--- config.mk ---
export PLATFORM = sky130hd
export DESIGN_NAME = dfi_init_seq_flat
export DESIGN_NICKNAME = d
export VERILOG_FILES = /design/src/rtl/dfi_init_pkg.sv /design/src/rtl/dfi_init_if.sv /design/src/rtl/dfi_init_timer.sv /design/src/rtl/dfi_init_seq.sv /design/src/flat_wrapper.sv
export SDC_FILE = /design/constraint.sdc
export NUM_CORES = 1
export LEC_CHECK = 0
export CAP_MARGIN = 10
export CELL_PAD_IN_SITES_DETAIL_PLACEMENT = 0
export CELL_PAD_IN_SITES_GLOBAL_PLACEMENT = 1
export CORE_MARGIN = 10
export CORE_UTILIZATION = 40
export DETAILED_ROUTE_END_ITERATION = 16
export GPL_TIMING_DRIVEN = 0
export HOLD_SLACK_MARGIN = 0.06
export PLACE_DENSITY = 0.85
export REMOVE_ABC_BUFFERS = 1
export SLEW_MARGIN = 40
export SYNTH_ARGS = -nofsm -noshare
export SYNTH_HDL_FRONTEND = slang
export SYNTH_SLANG_ARGS = --single-unit
--- constraint.sdc ---
create_clock -name dfi_clk -period 2.7 [get_ports dfi_clk]
set_input_delay 0.675 -clock dfi_clk [delete_from_list [all_inputs] [get_ports dfi_clk]]
set_output_delay 0.675 -clock dfi_clk [all_outputs]
set_load 0.02 [all_outputs]
--- src/rtl/dfi_init_pkg.sv ---
// Shared types and constants for the DFI power-up init sequencer.
// Command encodings are {cs_n, ras_n, cas_n, we_n}.
package dfi_init_pkg;

  typedef enum logic [3:0] {
    PHY_INIT,
    RESET_HOLD,
    CKE_WAIT,
    XPR_WAIT,
    MRS,
    MRS_WAIT,
    ZQCL,
    ZQ_WAIT,
    DONE
  } state_t;

  localparam logic [3:0] CMD_DES  = 4'b1111;
  localparam logic [3:0] CMD_MRS  = 4'b0000;
  localparam logic [3:0] CMD_ZQCL = 4'b0110;

  localparam logic [2:0] MR0_BANK = 3'd0;
  localparam logic [2:0] MR1_BANK = 3'd1;
  localparam logic [2:0] MR2_BANK = 3'd2;
  localparam logic [2:0] MR3_BANK = 3'd3;

  // MRS issue order is MR2, MR3, MR1, MR0
  function automatic logic [2:0] mr_bank(
    input logic [1:0] ptr
  );
    logic [2:0] b;
    unique case (ptr)
      2'd0: b = MR2_BANK;
      2'd1: b = MR3_BANK;
      2'd2: b = MR1_BANK;
      default: b = MR0_BANK;
    endcase
    return b;
  endfunction

  function automatic int max2(
    input int a,
    input int b
  );
    return (a > b) ? a : b;
  endfunction

endpackage

--- src/rtl/dfi_init_if.sv ---
// DFI command/init bundle between the init sequencer and phy_top.
// master drives the command bus, slave is the PHY side.
interface dfi_init_if #(
  parameter int ADDR_WIDTH = 16,
  parameter int BANK_WIDTH = 3,
  parameter int CS_WIDTH   = 2
);

  logic                  dfi_init_complete;
  logic                  dfi_init_start;
  logic                  dfi_reset_n;
  logic [CS_WIDTH-1:0]   dfi_cke;
  logic [CS_WIDTH-1:0]   dfi_odt;
  logic [CS_WIDTH-1:0]   dfi_cs_n;
  logic                  dfi_ras_n;
  logic                  dfi_cas_n;
  logic                  dfi_we_n;
  logic [BANK_WIDTH-1:0] dfi_bank;
  logic [ADDR_WIDTH-1:0] dfi_address;
  logic                  init_done;

  modport master (
    input  dfi_init_complete,
    output dfi_init_start,
    output dfi_reset_n,
    output dfi_cke,
    output dfi_odt,
    output dfi_cs_n,
    output dfi_ras_n,
    output dfi_cas_n,
    output dfi_we_n,
    output dfi_bank,
    output dfi_address,
    output init_done
  );

  modport slave (
    output dfi_init_complete,
    input  dfi_init_start,
    input  dfi_reset_n,
    input  dfi_cke,
    input  dfi_odt,
    input  dfi_cs_n,
    input  dfi_ras_n,
    input  dfi_cas_n,
    input  dfi_we_n,
    input  dfi_bank,
    input  dfi_address,
    input  init_done
  );

endinterface

--- src/rtl/dfi_init_timer.sv ---
// Loadable down-counter that sticks at zero.
// zero is high whenever the count has run out.
module dfi_init_timer #(
  parameter int W = 8
) (
  input  logic         clk,
  input  logic         rst,
  input  logic         load,
  input  logic [W-1:0] load_val,
  output logic         zero
);

  logic [W-1:0] count;

  always_ff @(posedge clk or posedge rst) begin
    if (rst) begin
      count <= '0;
    end else if (load) begin
      count <= load_val;
    end else if (count != '0) begin
      count <= count - 1'b1;
    end
  end

  assign zero = (count == '0);

endmodule

--- src/rtl/dfi_init_seq.sv ---
// DDR3 power-up initiator on the DFI bus: PHY handshake, RESET#/CKE
// timing, MR2/MR3/MR1/MR0 then ZQCL, then sticky init_done.
module dfi_init_seq
  import dfi_init_pkg::*;
#(
  parameter int          ADDR_WIDTH = 16,
  parameter int          BANK_WIDTH = 3,
  parameter int          CS_WIDTH   = 2,
  parameter int          T_RESET    = 160000,
  parameter int          T_CKE      = 400000,
  parameter int          T_XPR      = 216,
  parameter int          T_MRD      = 4,
  parameter int          T_MOD      = 12,
  parameter int          T_ZQINIT   = 512,
  parameter logic [15:0] MR0_VAL    = 16'h1D70,
  parameter logic [15:0] MR1_VAL    = 16'h0044,
  parameter logic [15:0] MR2_VAL    = 16'h0208,
  parameter logic [15:0] MR3_VAL    = 16'h0000
) (
  input  logic      dfi_clk,
  input  logic      dfi_arst,
  dfi_init_if.master bus
);

  localparam int T_MAX = max2(max2(max2(T_RESET, T_CKE),
                                   max2(T_XPR, T_MRD)),
                              max2(T_MOD, T_ZQINIT));
  localparam int TW = (T_MAX > 1) ? $clog2(T_MAX) : 1;
  localparam logic [ADDR_WIDTH-1:0] ZQ_ADDR =
    ADDR_WIDTH'(1) << 10;

  state_t                state;
  logic [1:0]            mr_ptr;
  logic [3:0]            cmd;
  logic [BANK_WIDTH-1:0] bank;
  logic [ADDR_WIDTH-1:0] addr;
  logic                  init_start;
  logic                  reset_n;
  logic                  cke;
  logic                  done;
  logic                  load;
  logic [TW-1:0]         load_val;
  logic                  zero;
  logic [ADDR_WIDTH-1:0] mr_val;

  dfi_init_timer #(.W(TW)) u_timer (
    .clk      (dfi_clk),
    .rst      (dfi_arst),
    .load     (load),
    .load_val (load_val),
    .zero     (zero)
  );

  always_comb begin
    mr_val = '0;
    unique case (mr_ptr)
      2'd0: mr_val = ADDR_WIDTH'(MR2_VAL);
      2'd1: mr_val = ADDR_WIDTH'(MR3_VAL);
      2'd2: mr_val = ADDR_WIDTH'(MR1_VAL);
      default: mr_val = ADDR_WIDTH'(MR0_VAL);
    endcase
  end

  // Waits that end in a command state load N-2: one cycle is spent
  // in the command state itself before the command hits the bus.
  always_comb begin
    load     = 1'b0;
    load_val = '0;
    unique case (state)
      PHY_INIT: begin
        load     = bus.dfi_init_complete;
        load_val = TW'(T_RESET - 1);
      end
      RESET_HOLD: begin
        load     = zero;
        load_val = TW'(T_CKE - 1);
      end
      CKE_WAIT: begin
        load     = zero;
        load_val = TW'(T_XPR - 2);
      end
      MRS: begin
        load     = 1'b1;
        load_val = (mr_ptr == 2'd3) ? TW'(T_MOD - 2)
                                    : TW'(T_MRD - 2);
      end
      ZQCL: begin
        load     = 1'b1;
        load_val = TW'(T_ZQINIT - 1);
      end
      default: begin
        load     = 1'b0;
        load_val = '0;
      end
    endcase
  end

  always_ff @(posedge dfi_clk or posedge dfi_arst) begin
    if (dfi_arst) begin
      state      <= PHY_INIT;
      mr_ptr     <= '0;
      cmd        <= CMD_DES;
      bank       <= '0;
      addr       <= '0;
      init_start <= 1'b0;
      reset_n    <= 1'b0;
      cke        <= 1'b0;
      done       <= 1'b0;
    end else begin
      cmd  <= CMD_DES;
      bank <= '0;
      addr <= '0;
      unique case (state)
        PHY_INIT: begin
          if (bus.dfi_init_complete) begin
            init_start <= 1'b0;
            state      <= RESET_HOLD;
          end else begin
            init_start <= 1'b1;
          end
        end
        RESET_HOLD: begin
          if (zero) begin
            reset_n <= 1'b1;
            state   <= CKE_WAIT;
          end
        end
        CKE_WAIT: begin
          if (zero) begin
            cke   <= 1'b1;
            state <= XPR_WAIT;
          end
        end
        XPR_WAIT: begin
          if (zero) state <= MRS;
        end
        MRS: begin
          cmd    <= CMD_MRS;
          bank   <= BANK_WIDTH'(mr_bank(mr_ptr));
          addr   <= mr_val;
          mr_ptr <= mr_ptr + 2'd1;
          state  <= MRS_WAIT;
        end
        // pointer wraps to 0 once MR0 has gone out
        MRS_WAIT: begin
          if (zero) state <= (mr_ptr == 2'd0) ? ZQCL : MRS;
        end
        ZQCL: begin
          cmd   <= CMD_ZQCL;
          addr  <= ZQ_ADDR;
          state <= ZQ_WAIT;
        end
        ZQ_WAIT: begin
          if (zero) begin
            done  <= 1'b1;
            state <= DONE;
          end
        end
        default: state <= DONE;
      endcase
    end
  end

  assign bus.dfi_init_start = init_start;
  assign bus.dfi_reset_n    = reset_n;
  assign bus.dfi_cke        = {CS_WIDTH{cke}};
  assign bus.dfi_odt        = '0;
  assign bus.dfi_cs_n       = {CS_WIDTH{cmd[3]}};
  assign bus.dfi_ras_n      = cmd[2];
  assign bus.dfi_cas_n      = cmd[1];
  assign bus.dfi_we_n       = cmd[0];
  assign bus.dfi_bank       = bank;
  assign bus.dfi_address    = addr;
  assign bus.init_done      = done;

endmodule
--- src/flat_wrapper.sv ---
// flat-port wrapper written by rule: the top's interface ports become plain ports
module dfi_init_seq_flat import dfi_init_pkg::*;
#(
  parameter int          ADDR_WIDTH = 16,
  parameter int          BANK_WIDTH = 3,
  parameter int          CS_WIDTH   = 2,
  parameter int          T_RESET    = 160000,
  parameter int          T_CKE      = 400000,
  parameter int          T_XPR      = 216,
  parameter int          T_MRD      = 4,
  parameter int          T_MOD      = 12,
  parameter int          T_ZQINIT   = 512,
  parameter logic [15:0] MR0_VAL    = 16'h1D70,
  parameter logic [15:0] MR1_VAL    = 16'h0044,
  parameter logic [15:0] MR2_VAL    = 16'h0208,
  parameter logic [15:0] MR3_VAL    = 16'h0000
)
  (dfi_clk, dfi_arst, bus_dfi_init_complete, bus_dfi_init_start, bus_dfi_reset_n, bus_dfi_cke, bus_dfi_odt, bus_dfi_cs_n, bus_dfi_ras_n, bus_dfi_cas_n, bus_dfi_we_n, bus_dfi_bank, bus_dfi_address, bus_init_done);
  dfi_init_if #(.ADDR_WIDTH(ADDR_WIDTH), .BANK_WIDTH(BANK_WIDTH), .CS_WIDTH(CS_WIDTH)) bus_i ();
  input  logic dfi_clk;
  input  logic dfi_arst;
  input wire logic [$bits(bus_i.dfi_init_complete)-1:0] bus_dfi_init_complete;
  output wire logic [$bits(bus_i.dfi_init_start)-1:0] bus_dfi_init_start;
  output wire logic [$bits(bus_i.dfi_reset_n)-1:0] bus_dfi_reset_n;
  output wire logic [$bits(bus_i.dfi_cke)-1:0] bus_dfi_cke;
  output wire logic [$bits(bus_i.dfi_odt)-1:0] bus_dfi_odt;
  output wire logic [$bits(bus_i.dfi_cs_n)-1:0] bus_dfi_cs_n;
  output wire logic [$bits(bus_i.dfi_ras_n)-1:0] bus_dfi_ras_n;
  output wire logic [$bits(bus_i.dfi_cas_n)-1:0] bus_dfi_cas_n;
  output wire logic [$bits(bus_i.dfi_we_n)-1:0] bus_dfi_we_n;
  output wire logic [$bits(bus_i.dfi_bank)-1:0] bus_dfi_bank;
  output wire logic [$bits(bus_i.dfi_address)-1:0] bus_dfi_address;
  output wire logic [$bits(bus_i.init_done)-1:0] bus_init_done;
  assign bus_i.dfi_init_complete = bus_dfi_init_complete;
  assign bus_dfi_init_start = bus_i.dfi_init_start;
  assign bus_dfi_reset_n = bus_i.dfi_reset_n;
  assign bus_dfi_cke = bus_i.dfi_cke;
  assign bus_dfi_odt = bus_i.dfi_odt;
  assign bus_dfi_cs_n = bus_i.dfi_cs_n;
  assign bus_dfi_ras_n = bus_i.dfi_ras_n;
  assign bus_dfi_cas_n = bus_i.dfi_cas_n;
  assign bus_dfi_we_n = bus_i.dfi_we_n;
  assign bus_dfi_bank = bus_i.dfi_bank;
  assign bus_dfi_address = bus_i.dfi_address;
  assign bus_init_done = bus_i.init_done;
  dfi_init_seq #(.ADDR_WIDTH(ADDR_WIDTH), .BANK_WIDTH(BANK_WIDTH), .CS_WIDTH(CS_WIDTH), .T_RESET(T_RESET), .T_CKE(T_CKE), .T_XPR(T_XPR), .T_MRD(T_MRD), .T_MOD(T_MOD), .T_ZQINIT(T_ZQINIT), .MR0_VAL(MR0_VAL), .MR1_VAL(MR1_VAL), .MR2_VAL(MR2_VAL), .MR3_VAL(MR3_VAL)) u_core (.dfi_clk(dfi_clk), .dfi_arst(dfi_arst), .bus(bus_i));
endmodule
* Word-level counts from Yosys, hierarchy flattened
Index checks and enable logic that the tools add are counted.
** Cells by class
- Equality and inequality tests :: 16
- Reductions and logical operators :: 11
- Mux-type cells :: 19
- Add/sub/neg operators :: 2
** Operator list (number)
- $pmux W19 S5 :: 1
- $pmux W13 S3 :: 1
- $mux W19 :: 2
- $pmux W4 S8 :: 1
- $mux W4 :: 7
- $pmux W13 S2 :: 1
- $logic_not A19 Y1 :: 1
- $reduce_bool A19 Y1 :: 1
- $sub A19 B1 Y19 const B :: 1
- $eq A4 B3 Y1 const B :: 4
- $ne A2 B2 Y1 const B :: 6
- $eq A4 B2 Y1 const B :: 2
- $pmux W4 S2 :: 1
- $pmux W2 S3 :: 1
- $reduce_and A2 Y1 :: 3
- $reduce_and A6 Y1 :: 1
- $eq A2 B2 Y1 const B :: 2
- $eq A4 B1 Y1 const B :: 1
- $logic_not A4 Y1 :: 1
- $reduce_or A2 Y1 :: 2
- $mux W3 :: 1
- $pmux W1 S3 :: 1
- $add A2 B1 Y2 const B :: 1
- $eq A2 B1 Y1 const B :: 1
- 4 further kinds :: 4
** Storage, ports and cells
- Output and inout port bits :: 31
- Bits in registers :: 49
- Input bits :: 3

* Depth between registers and ports, before layout
- Word-level depth :: 4
- Depth in mapped cells :: 8

* Hierarchy
Synthesis repeated with hierarchy kept, for this count alone.
** Second synthesis, totals
- Cell total of the unflattened synthesis :: 238
- Area total of the unflattened synthesis :: 2302.2 um^2
** Modules (own cells, without submodules)
- dfi_init_timer :: instances 1, area each 1211.2 um^2, cells each 133, seq. area each 475.5 um^2
- dfi_init_seq :: instances 1, area each 1091.0 um^2, cells each 105, seq. area each 478.0 um^2

* Least setup slack after synthesis
Ideal clock, no wire load.
- Path type :: reg2reg
- Start point :: register u_core.u_timer.count[0]
- End point :: register u_core.state[0]
- Arrival time :: 1981 ps
- Slack :: 625 ps
- Path buffers :: 1
- Cell stages (with the launch flop) :: 9
- Data required time :: 2606 ps
- Cells stage by stage :: dfrtp_1 > inv_1 > ha_1 > or4b_4 > nor3b_4 > and2_1 > buf_4 > nand2_1 > a221oi_2
** On the way
- Cells in the longest elaborated chain, start to end :: 3
** Ends and longest elaborated chain
- from (decl) :: line dfi_init_timer.sv:13 : logic [W-1:0] count;
- from (signal assigned) :: line dfi_init_timer.sv:19 : count <= load_val;
- from (signal assigned) :: line dfi_init_timer.sv:21 : count <= count - 1'b1;
- $logic_not A19 Y1 * :: line dfi_init_timer.sv:25 : assign zero = (count == '0);
- $ne A2 B2 Y1 (no line)
- $reduce_and A6 Y1 (no line) *
- to (signal assigned) :: line dfi_init_seq.sv:146 : if (zero) state <= (mr_ptr == 2'd0) ? ZQCL : MRS;
- to (decl) :: line dfi_init_seq.sv:32 : state_t state;
Mark *: on every way between the ends. The rest lies on a longest branch, timed or not.
A chain may end at the register's enable or synchronous reset.

* Worst setup path in the final report
- Start point :: register u_core.u_timer.count[0]
- End point :: register u_core.u_timer.count[14]
** On the way
- Cells in the longest elaborated chain, start to end :: 3
** Ends and longest elaborated chain (line)
- $sub A19 B1 Y19 or $logic_not A19 Y1 (tied branches) :: dfi_init_timer.sv:21, dfi_init_timer.sv:25
- $mux W19 or $pmux W1 S3 (tied branches) :: dfi_init_timer.sv:20, dfi_init_seq.sv:69
- $mux W19 or $reduce_bool A2 Y1 (tied branches)
Several ways; a longest one is shown, not always the timed one. The select of a mux whose other input is x is not followed.

==> qor.csv <==
stage;metric;value;unit
layout;final_common_cell;dfrtp_1;
synth;syn_avg_cell_area;9.90;um2
global_routing;grt-ovfl-total;0;
floorplan;row_count;26;
power;ir_worst_vdd;0.230;mV
floorplan;io_pins;34;
route;wl;4.36;mm
power;p_int;0.000754;W
route;drtAntennaViolNets;0;
power;switching_power;0.000214;W
synth;synth_seq_cells;38;
floorplan;die_y;92.8;um
clock_network;cts-root-buf;clkbuf_8;
layout;n_antenna_cell;0;
power;p_seq_share;58.8;%
route;avgRoutedWirePerCell;14.6;um
route;drt-pass1-iter-count;4;
route;vias;1497;
timing;maxSlewViolCount;0;
timing;setup_tns;0;ns
worst_setup_path;worstPathArrival;2.71;ns
floorplan;initial_core_util;41.5;%
worst_setup_path;critPathRequiredTime;2.88;ns
global_routing;grt_pass1_wl;7.46;mm
place;portBuffers;24;
clock_network;ctsLongestPathBuffers;2;
worst_setup_path;setup.worst_path.start_class;flop;
worst_setup_path;path_max_fanout;19;
timing;final.setup_skew;0.00510;ns
place;place.gp.congestion;0.863;
route;dr.first_iter.drc_count;48;
synth;synth_warnings;0;
place;hpwlAfterDp;3.24;mm
synth;seq_area_frac_synth;45.0;%
global_routing;antenna_found_initial;0;
route;drc;0;
clock_network;clkTransAtPathRegs;0.07;ns
floorplan;dieArea;8610;um2
layout;area_delta_synth_final;13.3;%
timing;finalHoldViolCount;0;
worst_setup_path;end_kind;flop;
floorplan;fp.coreArea;5110;um2
clock_network;numCtsBuffers;5;
timing;max_slew_margin;51.0;%
synth;synthArstFlopShare;100;%
clock_network;cts_tree;done;
timing;rsz0062_at_grt;false;
synth;syn-instance-count;214;
route;viasPerCell;5.02;
timing;fmax;396;MHz
status;status;finished clean;
clock_network;post_cts_buffers;0;
worst_setup_path;path_class;flop to flop;
layout;layout_common_cells;dfrtp_1, clkdlybuf4s50_1, nor2_1;
synth;syn_area;2120;um2
clock_network;h-tree-depth;2;
flow_run;max_cap_violations;0;
power;p_comb_share;3.3;%
synth;ys.flop_type;dfrtp_1;
global_routing;grt_max_degree;23;
min_path;min_path_type;flop to flop;
global_routing;grt_usage;10.7;%
power;sw_frac_of_total;22.1;%
power;power_density;403;nW/um2
clock_network;worstSkewPairLatency;0.28;ns
layout;final_util;47.0;%
power;clockPowerShare;38.0;%
layout;drive_gt1_share;9.21;%
synth;synth-edff-count;0;
power;leakage;1.02;nW
timing;max_slew.worst_pin.slew;0.735;ns
timing;min_period;2.53;ns
floorplan;dieWidth;92.8;um
timing;finalCritPeriodShare;93.6;%
synth;synth_cell_types;53;
layout;fin_nets;238;
clock_network;numClockSinks;38;
global_routing;grt_pass1_vias;1529;
timing;setup_viol;0;
power by group through the flow:
stage          logic [W]  clock network, W  registers, W
2_1_floorplan  0.0000201                 0      0.000580
4_1_cts        0.0000322          0.000378      0.000569
3_5_place_dp   0.0000324                 0      0.000580
3_3_place_gp   0.0000269                 0      0.000580
6_report       0.0000317          0.000368      0.000569
5_1_grt        0.0000355          0.000401      0.000569
area by class of cell:
class	instances	area, um2
timing repair buffer	25	268
clock buffer	7	76.3
sequential	38	953
fill	482	2710
inverter	8	30.0
tap	70	87.6
multi-input combinational	150	986
worst max-delay path, stage by stage (launching register included):
cell	delay, ns
dfrtp_1	0.41
inv_1	0.12
ha_1	0.14
or4b_4	0.49
a211o_1	0.26
o21ai_2	0.60
o21ai_0	0.24
o21a_1	0.15
cells in the mapped netlist (4+ instances only):
master	instances	area share, %
a21oi_1	7	1.7
nand3_1	7	1.7
inv_1	7	1.2
o21ai_0	8	1.9
and2_1	4	1.2
ha_1	7	4.1
nor4_1	4	1.2
xnor2_1	13	5.4
nand2_1	14	2.5
dfrtp_1	36	43
buf_4	20	7.1
xor2_1	5	2.1
nor2_1	23	4.1
nor3_1	5	1.2
final timing paths:
path	cells after the start	slack [ns]	from	end
max in group asynchronous	3	1.48	dfi_arst	u_core.cmd[2]
max reg2reg	7	0.17	u_core.u_timer.count[0]	u_core.u_timer.count[14]
max	7	0.17	u_core.u_timer.count[0]	u_core.u_timer.count[14]
min in group asynchronous	2	0.70	dfi_arst	u_core.state[2]
min reg2reg	1	0.47	u_core.bus.dfi_reset_n	u_core.bus.dfi_reset_n
min	1	0.47	u_core.bus.dfi_reset_n	u_core.bus.dfi_reset_n
logic make-up after synthesis:
| logic type | share of synthesized area, % |
|---|---|
| muxes | 0.945 |
| DFF | 45.0 |
| and+or+nand+nor | 20.3 |
| xor gates and xnor gates | 7.44 |
| AOI/OAI and AO/OA | 11.9 |
| other | 0.177 |
| adders and majority gates | 4.13 |
| buffers and inverters | 10.2 |
layer usage:
metal  up-vias  GRT usage, %  part of all wire [%]
met4         0          4.37                   1.9
met2        36          15.9                    45
met5         -             0                     0
li1        734             -                     -
met3         6          5.25                   8.9
met1       721          12.9                    45
sequential cells by signal (all words and copies together) (netlist names):
signal and count:
u_core.cmd 2, u_core.state 4, u_core.bus.init_done 1, u_core.cke 1, u_core.bus.dfi_address 5, u_core.mr_ptr 2, u_core.bus.dfi_init_start 1, u_core.u_timer.count 19
u_core.bus.dfi_bank 2, u_core.bus.dfi_reset_n 1
timing repair:
item / CTS / global route
setup endpoints to repair: 0 / 1
hold buffers: 0 / 0
resized for setup: 0 / 1
stage by stage:
step                      std cells  total power [W]  hold slack [ns]  setup WS (ns)  area [um2]
after floorplan                 196         0.000600            0.521          0.549        1960
after global placement          290         0.000607            0.447         0.0592        2290
after detailed placement        291         0.000612            0.458         0.0832        2320
after CTS                       298         0.000979            0.474          0.190        2400
after global routing            298          0.00101            0.504        0.00480        2400
final                           298         0.000968            0.467          0.172        2400
(Power assumes the default switching activity.)
